[src/rtl/tdp_ram_pipelined_if.sv]
// Bundles both RAM ports' request and response signals.
// The master modport drives requests; the slave modport is the RAM itself.
interface tdp_ram_pipelined_if #(
    parameter int ADDR_WIDTH = 4,
    parameter int DATA_WIDTH = 32,
    parameter int BYTE_WIDTH = 8
);
    localparam int NB = DATA_WIDTH / BYTE_WIDTH;

    logic                  i_ena;
    logic                  i_enb;
    logic [NB-1:0]         i_wea;
    logic [NB-1:0]         i_web;
    logic [ADDR_WIDTH-1:0] i_addra;
    logic [ADDR_WIDTH-1:0] i_addrb;
    logic [DATA_WIDTH-1:0] i_dina;
    logic [DATA_WIDTH-1:0] i_dinb;
    logic [DATA_WIDTH-1:0] o_douta;
    logic [DATA_WIDTH-1:0] o_doutb;
    logic                  o_valida;
    logic                  o_validb;
    logic                  o_collision;

    modport master (
        output i_ena, i_enb, i_wea, i_web, i_addra, i_addrb, i_dina, i_dinb,
        input  o_douta, o_doutb, o_valida, o_validb, o_collision
    );

    modport slave (
        input  i_ena, i_enb, i_wea, i_web, i_addra, i_addrb, i_dina, i_dinb,
        output o_douta, o_doutb, o_valida, o_validb, o_collision
    );
endinterface

[src/rtl/tdp_ram_pipelined.sv]
// True dual-port RAM with byte-lane writes, a READ_LATENCY-deep read pipeline
// with valid strobes, read-first/write-first return and lane-level collision merge.
module tdp_ram_pipelined #(
    parameter int ADDR_WIDTH   = 4,
    parameter int DATA_WIDTH   = 32,
    parameter int BYTE_WIDTH   = 8,
    parameter int READ_LATENCY = 2,
    parameter int WRITE_MODE   = 0,
    parameter int PRIORITY_A   = 1
) (
    input logic                 i_clk,
    input logic                 i_rst_n,
    tdp_ram_pipelined_if.slave  bus
);
    localparam int NB    = DATA_WIDTH / BYTE_WIDTH;
    localparam int DEPTH = 2 ** ADDR_WIDTH;

    if ((DATA_WIDTH % BYTE_WIDTH) != 0 || READ_LATENCY < 1) begin : g_param_check
        $error("tdp_ram_pipelined: DATA_WIDTH must be a multiple of BYTE_WIDTH and READ_LATENCY >= 1");
    end

    logic [DATA_WIDTH-1:0] mem [DEPTH];

    // Index 0 is port A, index 1 is port B.
    logic [1:0]                       en;
    logic [1:0][NB-1:0]               we;
    logic [1:0][ADDR_WIDTH-1:0]       addr;
    logic [1:0][DATA_WIDTH-1:0]       din;
    logic [1:0]                       wr;
    logic [1:0][DATA_WIDTH-1:0]       old_word;
    logic [1:0][DATA_WIDTH-1:0]       merged;
    logic [1:0][DATA_WIDTH-1:0]       rd_d;
    logic                             coll_d;
    logic                             coll_q;

    logic [1:0][DATA_WIDTH-1:0]       data_q  [READ_LATENCY];
    logic [1:0]                       valid_q [READ_LATENCY];

    assign en   = {bus.i_enb,   bus.i_ena};
    assign we   = {bus.i_web,   bus.i_wea};
    assign addr = {bus.i_addrb, bus.i_addra};
    assign din  = {bus.i_dinb,  bus.i_dina};

    genvar gp, gi;
    generate
        for (gp = 0; gp < 2; gp++) begin : g_port
            // Writes are suppressed while reset is held.
            assign wr[gp]       = i_rst_n & en[gp] & (|we[gp]);
            assign old_word[gp] = mem[addr[gp]];
            for (gi = 0; gi < NB; gi++) begin : g_lane
                assign merged[gp][gi*BYTE_WIDTH +: BYTE_WIDTH] =
                    we[gp][gi] ? din[gp][gi*BYTE_WIDTH +: BYTE_WIDTH]
                               : old_word[gp][gi*BYTE_WIDTH +: BYTE_WIDTH];
            end
            // Each port only ever sees its own merge; the other port's write is never forwarded.
            assign rd_d[gp] = (WRITE_MODE != 0 && (|we[gp])) ? merged[gp] : old_word[gp];
        end
    endgenerate

    assign coll_d = en[0] & en[1] & (addr[0] == addr[1]) & ((|we[0]) | (|we[1]));

    // The winning port is written last so its lanes override on contention.
    always_ff @(posedge i_clk) begin
        for (int k = 0; k < NB; k++) begin
            if (PRIORITY_A != 0) begin
                if (wr[1] && we[1][k])
                    mem[addr[1]][k*BYTE_WIDTH +: BYTE_WIDTH] <= din[1][k*BYTE_WIDTH +: BYTE_WIDTH];
                if (wr[0] && we[0][k])
                    mem[addr[0]][k*BYTE_WIDTH +: BYTE_WIDTH] <= din[0][k*BYTE_WIDTH +: BYTE_WIDTH];
            end else begin
                if (wr[0] && we[0][k])
                    mem[addr[0]][k*BYTE_WIDTH +: BYTE_WIDTH] <= din[0][k*BYTE_WIDTH +: BYTE_WIDTH];
                if (wr[1] && we[1][k])
                    mem[addr[1]][k*BYTE_WIDTH +: BYTE_WIDTH] <= din[1][k*BYTE_WIDTH +: BYTE_WIDTH];
            end
        end
    end

    // Data stages only load on a valid beat so the outputs hold their last valid word.
    always_ff @(posedge i_clk or negedge i_rst_n) begin
        if (!i_rst_n) begin
            coll_q <= 1'b0;
            for (int s = 0; s < READ_LATENCY; s++) begin
                data_q[s]  <= '0;
                valid_q[s] <= '0;
            end
        end else begin
            coll_q <= coll_d;
            for (int p = 0; p < 2; p++) begin
                valid_q[0][p] <= en[p];
                if (en[p])
                    data_q[0][p] <= rd_d[p];
                for (int s = 1; s < READ_LATENCY; s++) begin
                    valid_q[s][p] <= valid_q[s-1][p];
                    if (valid_q[s-1][p])
                        data_q[s][p] <= data_q[s-1][p];
                end
            end
        end
    end

    assign bus.o_douta     = data_q[READ_LATENCY-1][0];
    assign bus.o_doutb     = data_q[READ_LATENCY-1][1];
    assign bus.o_valida    = valid_q[READ_LATENCY-1][0];
    assign bus.o_validb    = valid_q[READ_LATENCY-1][1];
    assign bus.o_collision = coll_q;
endmodule

[src/flat_wrapper.sv]
// flat-port wrapper written by rule: the top's interface ports become plain ports
module tdp_ram_pipelined_flat 
#(
    parameter int ADDR_WIDTH   = 4,
    parameter int DATA_WIDTH   = 32,
    parameter int BYTE_WIDTH   = 8,
    parameter int READ_LATENCY = 2,
    parameter int WRITE_MODE   = 0,
    parameter int PRIORITY_A   = 1
)
  (i_clk, i_rst_n, bus_i_ena, bus_i_enb, bus_i_wea, bus_i_web, bus_i_addra, bus_i_addrb, bus_i_dina, bus_i_dinb, bus_o_douta, bus_o_doutb, bus_o_valida, bus_o_validb, bus_o_collision);
  tdp_ram_pipelined_if #(.ADDR_WIDTH(ADDR_WIDTH), .DATA_WIDTH(DATA_WIDTH), .BYTE_WIDTH(BYTE_WIDTH)) bus_i ();
  input logic i_clk;
  input logic i_rst_n;
  input wire logic [$bits(bus_i.i_ena)-1:0] bus_i_ena;
  input wire logic [$bits(bus_i.i_enb)-1:0] bus_i_enb;
  input wire logic [$bits(bus_i.i_wea)-1:0] bus_i_wea;
  input wire logic [$bits(bus_i.i_web)-1:0] bus_i_web;
  input wire logic [$bits(bus_i.i_addra)-1:0] bus_i_addra;
  input wire logic [$bits(bus_i.i_addrb)-1:0] bus_i_addrb;
  input wire logic [$bits(bus_i.i_dina)-1:0] bus_i_dina;
  input wire logic [$bits(bus_i.i_dinb)-1:0] bus_i_dinb;
  output wire logic [$bits(bus_i.o_douta)-1:0] bus_o_douta;
  output wire logic [$bits(bus_i.o_doutb)-1:0] bus_o_doutb;
  output wire logic [$bits(bus_i.o_valida)-1:0] bus_o_valida;
  output wire logic [$bits(bus_i.o_validb)-1:0] bus_o_validb;
  output wire logic [$bits(bus_i.o_collision)-1:0] bus_o_collision;
  assign bus_i.i_ena = bus_i_ena;
  assign bus_i.i_enb = bus_i_enb;
  assign bus_i.i_wea = bus_i_wea;
  assign bus_i.i_web = bus_i_web;
  assign bus_i.i_addra = bus_i_addra;
  assign bus_i.i_addrb = bus_i_addrb;
  assign bus_i.i_dina = bus_i_dina;
  assign bus_i.i_dinb = bus_i_dinb;
  assign bus_o_douta = bus_i.o_douta;
  assign bus_o_doutb = bus_i.o_doutb;
  assign bus_o_valida = bus_i.o_valida;
  assign bus_o_validb = bus_i.o_validb;
  assign bus_o_collision = bus_i.o_collision;
  tdp_ram_pipelined #(.ADDR_WIDTH(ADDR_WIDTH), .DATA_WIDTH(DATA_WIDTH), .BYTE_WIDTH(BYTE_WIDTH), .READ_LATENCY(READ_LATENCY), .WRITE_MODE(WRITE_MODE), .PRIORITY_A(PRIORITY_A)) u_core (.i_clk(i_clk), .i_rst_n(i_rst_n), .bus(bus_i));
endmodule
[config.mk]
export PLATFORM = sky130hd
export DESIGN_NAME = tdp_ram_pipelined_flat
export DESIGN_NICKNAME = d
export VERILOG_FILES = /design/src/rtl/tdp_ram_pipelined_if.sv /design/src/rtl/tdp_ram_pipelined.sv /design/src/flat_wrapper.sv
export SDC_FILE = /design/constraint.sdc
export NUM_CORES = 1
export LEC_CHECK = 0
export ABC_CLOCK_PERIOD_IN_PS = 3900
export BUFFER_PORTS_ARGS = -buffer_cell sky130_fd_sc_hd__buf_4
export CAP_MARGIN = 25
export CORE_UTILIZATION = 35
export DETAILED_ROUTE_END_ITERATION = 6
export PLACE_DENSITY = 0.52
export SLEW_MARGIN = 5
export SYNTH_ARGS = -nofsm -noshare
export SYNTH_HDL_FRONTEND = slang
export SYNTH_SLANG_ARGS = --single-unit
[constraint.sdc]
create_clock -name i_clk -period 3.9 [get_ports i_clk]
set_input_delay 0.78 -clock i_clk [delete_from_list [all_inputs] [get_ports i_clk]]
set_output_delay 0.78 -clock i_clk [all_outputs]
set_load 0.02 [all_outputs]
After elaboration in Yosys (flattened, before gate mapping) --
Memories as Yosys holds them, arrays and structs flattened. A register that Yosys moved wholly into a read port is not among the register bits. Index checks and enable logic that the tools add are counted. Widths: inputs -> output; s select.
Operators by class: eq/ne operators 1, mux-type cells 16, bitwise operators 8, reductions and logical operators 12
Operators by type and width (number):
- $mux 1 | 16
- $logic_and 1x1->1 | 8
- $reduce_or 4->1 | 2
- $and 1x1->1 | 7
- $eq 4x4->1 | 1
- $logic_not 1->1 | 2
- $or 1x1->1 | 1
Storage, ports and cells: register bits after elaboration 69, RAM bits 512, bits of input ports 84, output and inout port bits 67, logic and storage cells 43, memories 1
Memory list:
- u_core.mem | depth 16, width 32, rd ports 2, clocked after memory_dff 2, write ports 2, RTL line tdp_ram_pipelined.sv:22 | logic [DATA_WIDTH-1:0] mem [DEPTH];

Longest topological paths before layout --
depth in word-level cells 5, mapped depth 8, gate-level depth less buffers 4

Worst setup path after synthesis --
Ideal clock, no wire load.
path kind input -> register, from in bus_i_addrb[1], to mem u_core.mem[6][0], enable pin, library setup time 384 ps, arrival time 2333 ps, data required time 3516 ps, slack 1183 ps, stages on the path 6, path buffers 3, cells stage by stage buf_4 > buf_4 > buf_4 > nor2b_1 > nand2_1 > o21ai_0
RTL lines:
- from (decl) | RTL line flat_wrapper.sv:20 | input wire logic [$bits(bus_i.i_addrb)-1:0] bus_i_addrb;
- to (decl) | RTL line tdp_ram_pipelined.sv:22

==> impl.org <==
** Run status
- Outcome :: complete, no violations

** Die
- Total die area :: 104000 sq um
- Area of the placeable core :: 102000 sq um
- Y dimension of the die :: roughly 320 microns
- The die is roughly 320 microns wide.
- In this run the core area contains 117 standard-cell rows.
- I/O pin total :: 151
- Initial Utilization :: 0.354

** Timing
- RSZ-0062 raised after global routing :: false
- At the pin with the least slew margin, the transition time is around 1.0 ns.
- Layout Skew :: between 0.02 and 0.03 ns
- The count of final max-slew check failures is 0.
- The worst pin sits at a relative slew slack of 0.302.
- Maximum achievable frequency :: about 350 MHz
- Count of endpoints failing hold in the final timing report :: 0
- Setup TNS Final :: 0 ns
- Dividing the final minimum period by the clock period gives 0.728.
- The worst path in the final design needs a cycle of approximately 2.8 ns, including I/O delays and setup.
- Setup violations remaining at the end of the flow were counted as 0.

** Finish
- Relative to the synthesized area, the layout overhead comes to 14.1%.
- Total Nets Final :: between 2k and 3k
- Share of final-layout standard cells stronger than drive strength 1 :: 0.408
- 0 antenna diodes ended up in the layout.

** Placement
- Summed over all nets, the half-perimeter wirelength after detailed placement is about 87 mm.
- During placement, the flow inserted port buffers numbering 150.
- Weighted congestion at the end of routability-driven global placement :: around 0.9

** Setup path
- STA classifies the critical path startpoint as a primary input.
- Critical path data arrival time :: between 3 and 4 ns
- Delay of the slowest critical-path stage :: ~0.58 ns
- Cell breakdown of the critical path :: buf_4 > and2_2 > buf_4 > nand3_1 > o22ai_1 > buf_4
- Slowest cell on crit path :: sky130_fd_sc_hd__nand3_1
- STA classifies the critical path endpoint as a flip-flop.
- Largest fanout on the critical path :: 35
- STA puts the critical path data required time at 4.24 ns.
- Kind of critical path :: primary input to flip-flop
- CP most frequent cell :: sky130_fd_sc_hd__buf_4

** Pwr
- Maximum vdd drop :: 0.000256 V
- Summed over all cells, the static leakage comes to 14.9 nW.
- PwrDens :: between 400 and 500 nW/um^2
- The completed layout was analyzed and its total power is 17.8 mW.

** Logic synthesis
- Ranked by total cell area, the synthesized netlist is headed by sky130_fd_sc_hd__edfxtp_1, sky130_fd_sc_hd__mux2_2, sky130_fd_sc_hd__mux2i_1.
- Post-synthesis cell type with the largest combined area :: sky130_fd_sc_hd__edfxtp_1
- The synthesized netlist occupies a cell area of approximately 36000 sq um.
- Of the post-synthesis cell area, the dominant cell type holds 0.426.
- Count of yosys warnings during synthesis :: 0
- Number of synthesized register bits :: ~650
- The share of the Yosys chip area taken by registers is 0.518.
- Post-synthesis net count :: 2721
- Synthesis produced 2637 cells.
- After synthesis, the netlist uses 39 different library cells.
- The average instance in the mapped netlist occupies ~14 sq um.

** Route
- Total via count after detailed routing :: 24.6k
- Before antenna repair, the detailed router went through 5 iterations.
- The routed design has between 100 and 150 mm of wire.
- Vias per Instance :: between 5 and 6
- Residual antenna-violating net count after detailed routing :: 0
- In this run, the number of DRC markers left after iteration 0 of detailed routing was between 2k and 3k.
- Final routed DRC violation total :: 0
- Wire length per cell after detailed routing :: roughly 31 microns

** Clock network
- Post-cts resize count :: 0
- In this run, CTS created clock tree buffers numbering 78.
- Buffers from clock root to sink, at most :: 3
- CTS H-Tree Depth :: 3
- Post-CTS Hold Buffers :: 0
- CTS placed an instance of sky130_fd_sc_hd__clkbuf_16 at the clock tree root.
- Setup bufs post-CTS :: 0
- Clock latency on the worst-skew pair, taken at its later pin, is 0.65 ns.
- Clock-pin slew was measured on the worst setup and hold paths at approximately 0.06 ns.
- TritonCTS built the clock tree.
- TritonCTS sink count :: roughly 650

** Global route
- Overflow left after global routing :: 0
- Busiest layer in global routing :: met2
- Maximum number of pins on one net before global-route repair :: 71
- Met1 track demand over resource in global routing :: 0.331
- Number of antenna violations at the first check in global routing :: 1
- For met3 alone, demand over resource in global routing was 0.0462.
- The first global-routing pass estimated roughly 180 mm of wire.
- In the global route stage, overall resource usage came out at 0.246.
- Met2 usage :: 0.404
- The via count of the first global-routing pass came to 25.1k.

** Flow run
- MaxCap Viol Count :: 0

** Min path
- The tightest min-delay check is of the primary input to asynchronous set/reset pin type.
[final timing paths]
| kind | from | to | slack [ns] | cells after the start |
|---|---|---|---|---|
| max | bus_i_addrb[0] | u_core.mem[15][13] | 1.06 | 6 |
| min | i_rst_n | u_core.data_q[77] | 0.1 | 1 |
| max reg2reg | u_core.valid_q[3] | u_core.bus.o_doutb[25] | 1.98 | 2 |
| min reg2reg | u_core.bus.o_doutb[28] | u_core.bus.o_doutb[28] | 0.51 | 1 |
| max in group asynchronous | i_rst_n | u_core.bus.o_doutb[31] | 2.48 | 2 |
| min in group i_clk | u_core.bus.o_doutb[28] | u_core.bus.o_doutb[28] | 0.51 | 1 |
[per-layer routing]
layer  share of wire  vias to the layer above
li1                -                    10400
met1            0.43                    12800
met5               0                        -
met4           0.027                        0
met2            0.47                     1100
met3           0.073                      210
[cells in the mapped netlist (all sizes together)]
cell type  count
nand3b         6
nand2         62
mux2         576
o22ai        148
edfxtp       512
or3b           6
xnor2          1
and2b          2
and2           4
clkbuf       114
mux4          64
o21ai         77
dfrtp        133
buf          171
or3            2
nor2b          6
and3           5
nand3         76
a221oi        33
a31oi         64
a2bb2oi       31
nand4          1
xor2           3
nor4           4
nor2         152
mux2i        384
[flip-flops by register name, indices dropped and copies added, names as in the netlist]
signal	flops
u_core.bus.o_valida	1
u_core.bus.o_douta	32
u_core.mem	512
u_core.bus.o_doutb	32
u_core.data_q	64
u_core.bus.o_collision	1
u_core.bus.o_validb	1
u_core.valid_q	2
[cell families (layout without fill, tap and decap cells)]
group | after synthesis | count (layout) | share of synthesized area
AOI/OAI and AO/OA | 353 | 353 | 0.0629
xor gates and xnor gates | 4 | 4 | 0.000970
DFF | 645 | 645 | 0.518
muxes | 1024 | 1024 | 0.326
and+or+nand+nor | 326 | 326 | 0.0475
buffers and inverters | 285 | 440 | 0.0450
[critical path, delay by kind of cell]
family                 cells  cell delay, ns
AO/OA/AOI/OAI              1            0.29
buffers and inverters      3            1.17
AND/OR/NAND/NOR            2            0.84
[cells in the final DEF (no fill, tap or decap), types with 4 or more instances in the layout]
cell type / netlist / routed
sky130_fd_sc_hd__buf_12: 0 / 4
sky130_fd_sc_hd__and3_1: 5 / 5
sky130_fd_sc_hd__clkbuf_8: 0 / 9
sky130_fd_sc_hd__nand2_2: 13 / 13
sky130_fd_sc_hd__clkinv_2: 0 / 17
sky130_fd_sc_hd__mux4_2: 64 / 64
sky130_fd_sc_hd__or3b_2: 5 / 5
sky130_fd_sc_hd__nor2_4: 4 / 4
sky130_fd_sc_hd__buf_4: 120 / 284
sky130_fd_sc_hd__a2bb2oi_1: 31 / 31
sky130_fd_sc_hd__a221oi_1: 33 / 33
sky130_fd_sc_hd__nand3_1: 43 / 43
sky130_fd_sc_hd__bufinv_16: 0 / 9
sky130_fd_sc_hd__o21ai_0: 72 / 68
sky130_fd_sc_hd__inv_6: 0 / 4
sky130_fd_sc_hd__edfxtp_1: 512 / 512
sky130_fd_sc_hd__dfrtp_1: 133 / 131
sky130_fd_sc_hd__nand3_2: 32 / 32
sky130_fd_sc_hd__nand3b_1: 6 / 6
sky130_fd_sc_hd__mux2_2: 573 / 573
sky130_fd_sc_hd__o22ai_1: 148 / 148
sky130_fd_sc_hd__mux2i_1: 384 / 384
sky130_fd_sc_hd__nor2_2: 16 / 16
sky130_fd_sc_hd__clkinv_1: 0 / 8
sky130_fd_sc_hd__a31oi_1: 64 / 64
sky130_fd_sc_hd__nor2_1: 132 / 132
sky130_fd_sc_hd__o21ai_1: 5 / 9
sky130_fd_sc_hd__clkbuf_1: 113 / 10
sky130_fd_sc_hd__clkbuf_16: 0 / 82
sky130_fd_sc_hd__nand2_1: 49 / 49
sky130_fd_sc_hd__clkinvlp_4: 0 / 7
[layout make-up]
cell class	instances	area (sq um)
Clock buffer	100	2200
Clock inverter	45	473
Fill cell	9572	60800
Sequential cell	645	18700
Multi-Input combinational cell	1707	15800
Timing Repair Buffer	295	2310
Tap cell	1368	1710
[where the power goes]
part	total (mW)	internal, mW	switching [mW]
clock network	7.64	4.59	3.05
logic	2.21	0.910	1.30
registers	7.92	7.72	0.193
total	17.8	13.2	4.54
[metrics by stage]
step | cell area, sq um | worst slack (ns) | hold WS (ns) | instances | utilization
5_1_grt | 41200 | 1.14 | 0.0808 | 4160 | 0.404
6_report | 41200 | 1.06 | 0.0969 | 4160 | 0.404
2_1_floorplan | 36100 | 1.18 | 0.352 | 2637 | -
4_1_cts | 41200 | 1.27 | 0.0623 | 4160 | 0.404
3_5_place_dp | 38500 | 0.602 | 0.496 | 4015 | 0.378
3_3_place_gp | 38500 | 0.523 | 0.492 | 4011 | 0.377
No activity file was read; power rests on OpenSTA's default activity.
